`src/rtl/ex_branch_unit.sv`:
```
`default_nettype none
// ============================================================================
//  Module   : ex_branch_unit
//  Brief    : Execute-stage ALU, NZCV flag register with same-cycle bypass,
//             condition tester and branch target/decision logic.
//  Revision : 1.0  initial release
// ============================================================================
module ex_branch_unit (
    input  logic        CLK,
    input  logic        CLR,
    input  logic [31:0] alu_a,
    input  logic [31:0] alu_b,
    input  logic        shift_carry,
    input  logic [3:0]  alu_op,
    input  logic        s_enable,
    input  logic [3:0]  cond,
    input  logic        b_instr,
    input  logic        bl_instr,
    input  logic [31:0] pc4,
    input  logic [23:0] offset,
    output logic [31:0] alu_result,
    output logic [3:0]  alu_flags,
    output logic [3:0]  flags_q,
    output logic        cond_true,
    output logic [31:0] target_addr,
    output logic        take_branch,
    output logic        bl_link
);

    localparam logic [3:0] c_OP_AND = 4'b0000;
    localparam logic [3:0] c_OP_EOR = 4'b0001;
    localparam logic [3:0] c_OP_SUB = 4'b0010;
    localparam logic [3:0] c_OP_RSB = 4'b0011;
    localparam logic [3:0] c_OP_ADD = 4'b0100;
    localparam logic [3:0] c_OP_ADC = 4'b0101;
    localparam logic [3:0] c_OP_SBC = 4'b0110;
    localparam logic [3:0] c_OP_RSC = 4'b0111;
    localparam logic [3:0] c_OP_TST = 4'b1000;
    localparam logic [3:0] c_OP_TEQ = 4'b1001;
    localparam logic [3:0] c_OP_CMP = 4'b1010;
    localparam logic [3:0] c_OP_CMN = 4'b1011;
    localparam logic [3:0] c_OP_ORR = 4'b1100;
    localparam logic [3:0] c_OP_MOV = 4'b1101;
    localparam logic [3:0] c_OP_BIC = 4'b1110;
    localparam logic [3:0] c_OP_MVN = 4'b1111;

    logic [3:0]  r_flags;
    logic [31:0] w_add_x;
    logic [31:0] w_add_y;
    logic        w_add_cin;
    logic        w_is_arith;
    logic [32:0] w_sum;
    logic [31:0] w_result;
    logic        w_n;
    logic        w_z;
    logic        w_c;
    logic        w_v;
    logic [3:0]  w_eff;
    logic        w_cond_pass;
    logic        w_cin_q;

    assign w_cin_q = r_flags[1];

    // Every arithmetic op is folded onto one adder: x + y + cin, with
    // subtraction expressed as x + ~y + 1 (or + C for the carry variants).
    always_comb begin
        w_add_x    = alu_a;
        w_add_y    = alu_b;
        w_add_cin  = 1'b0;
        w_is_arith = 1'b1;
        case (alu_op)
            c_OP_SUB, c_OP_CMP: begin w_add_y = ~alu_b; w_add_cin = 1'b1; end
            c_OP_RSB: begin w_add_x = alu_b; w_add_y = ~alu_a; w_add_cin = 1'b1; end
            c_OP_ADD, c_OP_CMN: w_add_cin = 1'b0;
            c_OP_ADC: w_add_cin = w_cin_q;
            c_OP_SBC: begin w_add_y = ~alu_b; w_add_cin = w_cin_q; end
            c_OP_RSC: begin w_add_x = alu_b; w_add_y = ~alu_a; w_add_cin = w_cin_q; end
            default:  w_is_arith = 1'b0;
        endcase
    end

    assign w_sum = {1'b0, w_add_x} + {1'b0, w_add_y} + {32'd0, w_add_cin};

    always_comb begin
        w_result = w_sum[31:0];
        case (alu_op)
            c_OP_AND, c_OP_TST: w_result = alu_a & alu_b;
            c_OP_EOR, c_OP_TEQ: w_result = alu_a ^ alu_b;
            c_OP_ORR:           w_result = alu_a | alu_b;
            c_OP_MOV:           w_result = alu_b;
            c_OP_BIC:           w_result = alu_a & ~alu_b;
            c_OP_MVN:           w_result = ~alu_b;
            default:            w_result = w_sum[31:0];
        endcase
    end

    assign w_n = w_result[31];
    assign w_z = (w_result == 32'd0);
    // Logical ops take C from the shifter and leave V untouched.
    assign w_c = w_is_arith ? w_sum[32] : shift_carry;
    assign w_v = w_is_arith ? ((w_add_x[31] == w_add_y[31]) && (w_sum[31] != w_add_x[31]))
                            : r_flags[0];

    always_ff @(posedge CLK or negedge CLR) begin
        if (!CLR) begin
            r_flags <= 4'b0000;
        end else if (s_enable) begin
            r_flags <= {w_n, w_z, w_c, w_v};
        end
    end

    // Bypass lets a flag-setting op and its conditional consumer share a cycle.
    assign w_eff = s_enable ? {w_n, w_z, w_c, w_v} : r_flags;

    always_comb begin
        w_cond_pass = 1'b0;
        case (cond)
            4'b0000: w_cond_pass = w_eff[2];
            4'b0001: w_cond_pass = !w_eff[2];
            4'b0010: w_cond_pass = w_eff[1];
            4'b0011: w_cond_pass = !w_eff[1];
            4'b0100: w_cond_pass = w_eff[3];
            4'b0101: w_cond_pass = !w_eff[3];
            4'b0110: w_cond_pass = w_eff[0];
            4'b0111: w_cond_pass = !w_eff[0];
            4'b1000: w_cond_pass = w_eff[1] && !w_eff[2];
            4'b1001: w_cond_pass = !w_eff[1] || w_eff[2];
            4'b1010: w_cond_pass = (w_eff[3] == w_eff[0]);
            4'b1011: w_cond_pass = (w_eff[3] != w_eff[0]);
            4'b1100: w_cond_pass = !w_eff[2] && (w_eff[3] == w_eff[0]);
            4'b1101: w_cond_pass = w_eff[2] || (w_eff[3] != w_eff[0]);
            4'b1110: w_cond_pass = 1'b1;
            default: w_cond_pass = 1'b0;
        endcase
    end

    assign alu_result  = w_result;
    assign alu_flags   = {w_n, w_z, w_c, w_v};
    assign flags_q     = r_flags;
    assign cond_true   = w_cond_pass;
    assign target_addr = pc4 + {{6{offset[23]}}, offset, 2'b00};
    assign take_branch = (b_instr | bl_instr) & w_cond_pass;
    assign bl_link     = bl_instr & w_cond_pass;

endmodule
`default_nettype wire

```
`config.mk`:
```
export PLATFORM = sky130hd
export DESIGN_NAME = ex_branch_unit
export DESIGN_NICKNAME = d
export VERILOG_FILES = /design/src/rtl/ex_branch_unit.sv
export SDC_FILE = /design/constraint.sdc
export NUM_CORES = 1
export LEC_CHECK = 0
export CAP_MARGIN = 20
export CORE_ASPECT_RATIO = 1.2
export CORE_MARGIN = 3
export CORE_UTILIZATION = 45
export CTS_BUF_LIST = sky130_fd_sc_hd__clkbuf_8 sky130_fd_sc_hd__clkbuf_16
export DETAILED_ROUTE_END_ITERATION = 6
export PLACE_DENSITY = 0.82
export SLEW_MARGIN = 0
export SYNTH_ARGS = -nofsm -noshare
export SYNTH_HDL_FRONTEND = slang
export SYNTH_SLANG_ARGS = --single-unit
```
`constraint.sdc`:
```
create_clock -name CLK -period 6.6 [get_ports CLK]
set_clock_uncertainty 0.05 [all_clocks]
set_input_delay 0.99 -clock CLK [delete_from_list [all_inputs] [get_ports CLK]]
set_output_delay 0.99 -clock CLK [all_outputs]
set_load 0.02 [all_outputs]
```
Word level (Yosys, flattened, before mapping)
Cells that the tools add are included.

cells by class
  add/subtract/negate cells = 3
  muxes and demuxes = 9
  bitwise gates (word level) = 9
  equality and inequality tests = 33
  reductions and logical operators = 19

operator list
  kind                  count
  $pmux W32 S6          1
  $and A32 B32 Y32      2
  $not A32 Y32          2
  $pmux W32 S2          1
  $eq A4 B4 Y1 const B  15
  $add A32 B32 Y33      1
  $add A33 B1 Y33       1
  $add A32 B32 Y32      1
  $eq A4 B3 Y1 const B  8
  $logic_not A32 Y1     1
  $mux W32              1
  $or A32 B32 Y32       1
  $xor A32 B32 Y32      1
  $eq A4 B2 Y1 const B  4
  $pmux W1 S15          1
  $reduce_or A3 Y1      3
  $eq A4 B1 Y1 const B  2
  $logic_not A4 Y1      2
  $reduce_or A8 Y1      1
  $reduce_or A2 Y1      3
  $logic_not A1 Y1      4
  $mux W4               1
  $logic_and A1 B1 Y1   3
  $mux W1               3
  other kinds (6)       10

word-level totals
  word-level logic and storage cells = 74
  input port bits = 134
  flip-flop bits (word level) = 4
  output and inout bits = 75

Depth between registers and ports, before layout
  depth after elaboration = 13
  depth in mapped cells = 23
  mapped depth without buffers = 20

Worst setup path before layout
Ideal clock, no wire load.

  kind = input-to-output
  start = input alu_op[0]
  end = output cond_true
  stages on the path = 23
  buffers on the path = 5
  arrival = 6.148 ns
  path slack = -0.588 ns
  data required time = 5.560 ns
  path through = clkbuf_1 -> buf_2 -> buf_1 -> buf_1 -> o31ai_1 -> clkbuf_1 -> nor2_1 -> a211oi_1 -> fa_1 -> inv_1 -> fa_1 -> a211oi_1 -> nor2_1 -> a41oi_1 -> o2bb2ai_1 -> o21ai_1 -> a21boi_0 -> a21oi_1 -> o21ai_0 -> nor2_1 -> nand4b_4 -> a211oi_2 -> or3_1

between the ends
  elaborated cells between the ends (all ways) = 48
  those cells by class = add/sub: 2; eq/ne: 19; mux: 9; reduce/logical: 18

RTL lines
  item                                                                   RTL line       source
  start: declaration                                                     14             input logic [3:0] alu_op,
  $eq A4 B3 Y1, or another cell as far along                             71             case (alu_op)
  $reduce_or A3 Y1 (no line) / $reduce_or A2 Y1 (equally long branches)  n/a
  $pmux W32 S2 / $mux W32 (equally long branches)                        71
  $add A32 B32 Y33                                                       82             assign w_sum = {1'b0, w_add_x} + {1'b0, w_add_y} + {32'd0, w_add_cin};
  $add A33 B1 Y33                                                        82
  $pmux W32 S6 *                                                         86             case (alu_op)
  named net alu_result[24]                                               21             output logic [31:0] alu_result,
  $logic_not A32 Y1 *                                                    98             assign w_z = (w_result == 32'd0);
  $mux W4 *                                                              n/a
  $logic_not A1 Y1                                                       119, 126, 130
  $logic_and A1 B1 Y1, on equally long branches                          130, 126
  $pmux W1 S15 *                                                         117            case (cond)
  end: declaration                                                       24             output logic cond_true,

Mark *: on every way through the listed nets, which the timed path passes. The rest lies on a longest branch.

Worst setup path in the final report
  start = input alu_op[0]
  end = output cond_true

between the ends
  cells in the longest elaborated chain, start to end = 12
  elaborated cells between the ends (all ways) = 48
  those cells by class = add/sub: 2; eq/ne: 19; mux: 9; reduce/logical: 18

ends and longest elaborated chain
  item                                                                      RTL line
  parallel branches: the longest is 8 deep, another holds $add A32 B32 Y33  n/a
  $mux W4 *                                                                 n/a
  $ne A1 B1 Y1 / $eq A1 B1 Y1 (equally long branches)                       n/a
  $logic_or A1 B1 Y1 / $logic_and A1 B1 Y1 (equally long branches)          131, 130
  $pmux W1 S15 *                                                            117

Every way passes the cells marked *.

==> impl_metrics.yaml <==
synth:
  synth_top_area_share_pct: 16.2
  yosysSeqAreaShare_pct: 1.41
  ys_types: 68
  synth-seq-cells: 4
  avgSynthCellArea_um2: 6.19
  ys.flop_type: "dfrtp_1"
  yosysWarningCount: 0
  syn_area_um2: 7100
  synth_top_cell_by_area: "ha_1"
  syn_inst: 1147
  async_flop_share_pct: 100
  synthesis.nets: 1376
  synth-edff-count: 0
  synth_area_leaders: "ha_1, o21ai_0, nand2_1"
timing:
  fmax_mhz: 154
  finalHoldViolCount: 0
  finalCritPeriodShare_pct: 98.5
  setup_viol: 0
  fin_crit_ps: 6500
  slew_violations: 0
  fin_setup_tns_ps: 0
  tightest_slew_ps: 773
  relSlewSlack_pct: 48.5
  fin_ws_ps: 97.1
placed_design:
  detailed_place_hpwl_um: 24100
  gp_congestion: 1.01
  dp.cells: 1681
  pre_cts_ws_ps: -685
  io_buffers: 204
route:
  avgRoutedWirePerCell_um: 17.9
  drt_iter0_drc: 943
  ant_nets: 0
  via_per_inst: 5.95
  drc_errors: 0
  wl_um: 30500
  dr.pass1.iters: 6
  dr_total_vias: 10102
layout:
  drive_gt1_share_pct: 18.9
  final_common_cell: "buf_4"
  diodes: 0
  fillers: 1247
  fin_cells: 1698
  seq_area_um2: 100
  layout_common_cells: "buf_4, clkdlybuf4s50_1, o21ai_0, nand2_1, inv_1"
  multi_input_area_um2: 6570
  syn2layout_area_growth_pct: 56.3
  largest_register_ffs: 4
  final_nets: 1725
worst_setup_path:
  critPathKind: "in2out"
  arrival_ps: 5460
  path_cells: "buf_2 -> buf_4 -> nor3_2 -> buf_6 -> o21ai_0 -> o21ai_1 -> ha_1 -> a21o_1 -> or3_4 -> o22a_4 -> a311oi_4 -> buf_4 -> o41ai_4 -> or4_1 -> and3_4 -> nor2_2 -> and3_4 -> nand4b_4 -> and3_4 -> or3_4 -> buf_6"
  reg2reg_slack_ps: 2720
  regToRegStartpoint: "flags_q[1]$_DFF_PN0_"
  r2r_cells: 21
  cpPeakStageDelay_ps: 400
  r2r-end: "flags_q[2]$_DFF_PN0_"
  worstPathRequired_ps: 5560
  cp-end-kind: "output pin"
  crit_slowest_cell: "or4_1"
  cp-start-kind: "primary input"
  cp_common_cell: "and3_4"
  cp_max_fo: 18
floorplan:
  io_pins: 209
  die_w_um: 121
  chipHeight_um: 144
  rows: 49
  coreArea_um2: 15200
  dieArea_um2: 17300
  initial_core_util_pct: 46.7
global_route:
  grt_pass1_vias: 9509
  grt_overflow: 0
  antenna_found_initial: 0
  grt_pass1_wl_um: 46200
  grt_max_degree: 75
  track_usage_pct: 32.7
  use_met3_pct: 7.05
  gr-max-usage-layer: "met2"
  use_met2_pct: 59.0
  met1_usage_pct: 36.2
hold_path:
  hold_path_depth: 2
  holdPathEnd: "flags_q[2]$_DFF_PN0_"
  hold_class: "reg2reg"
  hold_start: "flags_q[2]$_DFF_PN0_"
clocking:
  cts_buffer_depth: 2
  path_clk_slew_ps: 30
  ctsRootBufferMaster: "clkbuf_16"
  numCtsBuffers: 3
  clock-sinks: 4
  clk_latency_ps: 220
  cts_tree: "built"
  h-tree-depth: 1
run:
  drv_cap: 0
power:
  p_leak_nw: 5.17
  pwr-share-seq_pct: 1.9
  p_clk_share_pct: 5.6
  vdd_ir_drop_max_uv: 141
  p_per_area_nw_per_um2: 152
  internal-power_w: 0.000872
  pwr-share-comb_pct: 92.5
  p_sw_share_pct: 48.2
  switching_power_w: 0.000811
status:
  status: "completed"
-- logic make-up after synthesis --
kind of cell | synth area share [%]
simple gates | 25.4
compound gates | 37.3
mux | 1.45
fa+ha+maj | 17.1
xor+xnor | 7.90
flops | 1.41
buf+inv | 9.52
-- power groups by stage --
stage / registers, W / clock network (W) / logic, W
final: 0.0000326 / 0.0000938 / 0.00156
after floorplan: 0.0000360 / 0 / 0.000748
after CTS: 0.0000328 / 0.0000949 / 0.00150
after global placement: 0.0000330 / 0 / 0.00145
after detailed placement: 0.0000330 / 0 / 0.00147
after global routing: 0.0000332 / 0.0000975 / 0.00167
-- routing by layer --
metal | vias to the layer above | wire length (µm) | part of all wire, %
met1 | 4594 | 11100 | 37
li1 | 4854 | - | -
met5 | - | 0 | 0
met3 | 112 | 3000 | 9.8
met2 | 542 | 14700 | 48
met4 | 0 | 1640 | 5.4
-- layout make-up --
cell class	instances	area share [%]
Clock buffer	3	0.677
Timing Repair Buffer	414	33.4
Multi-Input combinational cell	970	59.3
Inverter	103	3.49
Sequential cell	4	0.903
Tap cell	204	2.30
-- metrics by stage --
step                hold WS (ps)  util [%]  area [µm²]  power, W
global placement             649      70.1       10700   0.00148
global route                 664      72.9       11100   0.00180
detailed placement           647      70.1       10700   0.00150
floorplan                    600         -        7150  0.000784
finish                       668      72.9       11100   0.00168
CTS                          654      71.5       10900   0.00162
-- what timing repair did --
action / 4_1_cts / 5_1_grt
endpoints found under the hold margin: 0 / 0
gates resized for setup: 35 / 45
hold buffers: 0 / 0
pin swaps: 10 / 28
cloned: 0 / 1
setup buffers: 6 / 7
endpoints found under the setup margin: 4 / 4
-- worst max-delay path: cells and delay by family --
kind / cells / cell delay, ps
AO/OA/AOI/OAI: 6 / 1080
AND/OR/NAND/NOR: 9 / 2220
adder cells (fa/ha/maj): 1 / 260
buffers and inverters: 5 / 910
-- cells in the mapped netlist (6+ instances only) --
master / n
and3_1: 12
buf_1: 12
nand2_1: 141
a31oi_1: 12
a221oi_1: 6
a21oi_1: 99
a211o_1: 6
nand3_1: 37
inv_1: 103
or3_1: 12
and2_1: 6
mux2i_1: 8
nand4_1: 13
buf_4: 6
o221ai_1: 7
nand2b_1: 10
o31ai_1: 13
o211ai_1: 13
nor2_1: 76
a22oi_1: 7
nor2b_1: 10
o22ai_1: 8
a211oi_1: 10
xnor2_1: 34
nor3_1: 30
o21a_1: 8
o21ai_0: 150
a21o_1: 32
xor2_1: 30
ha_1: 92
clkbuf_1: 49
-- how the worst max path moves through the flow --
stage / start / to / depth (start not counted)
floorplan: alu_op[0] / take_branch / 23
global placement: alu_op[2] / cond_true / 21
detailed placement: alu_op[3] / cond_true / 20
CTS: alu_op[2] / cond_true / 22
global route: alu_op[2] / cond_true / 23
finish: alu_op[0] / cond_true / 21
Power figures use the tool's default switching activity.
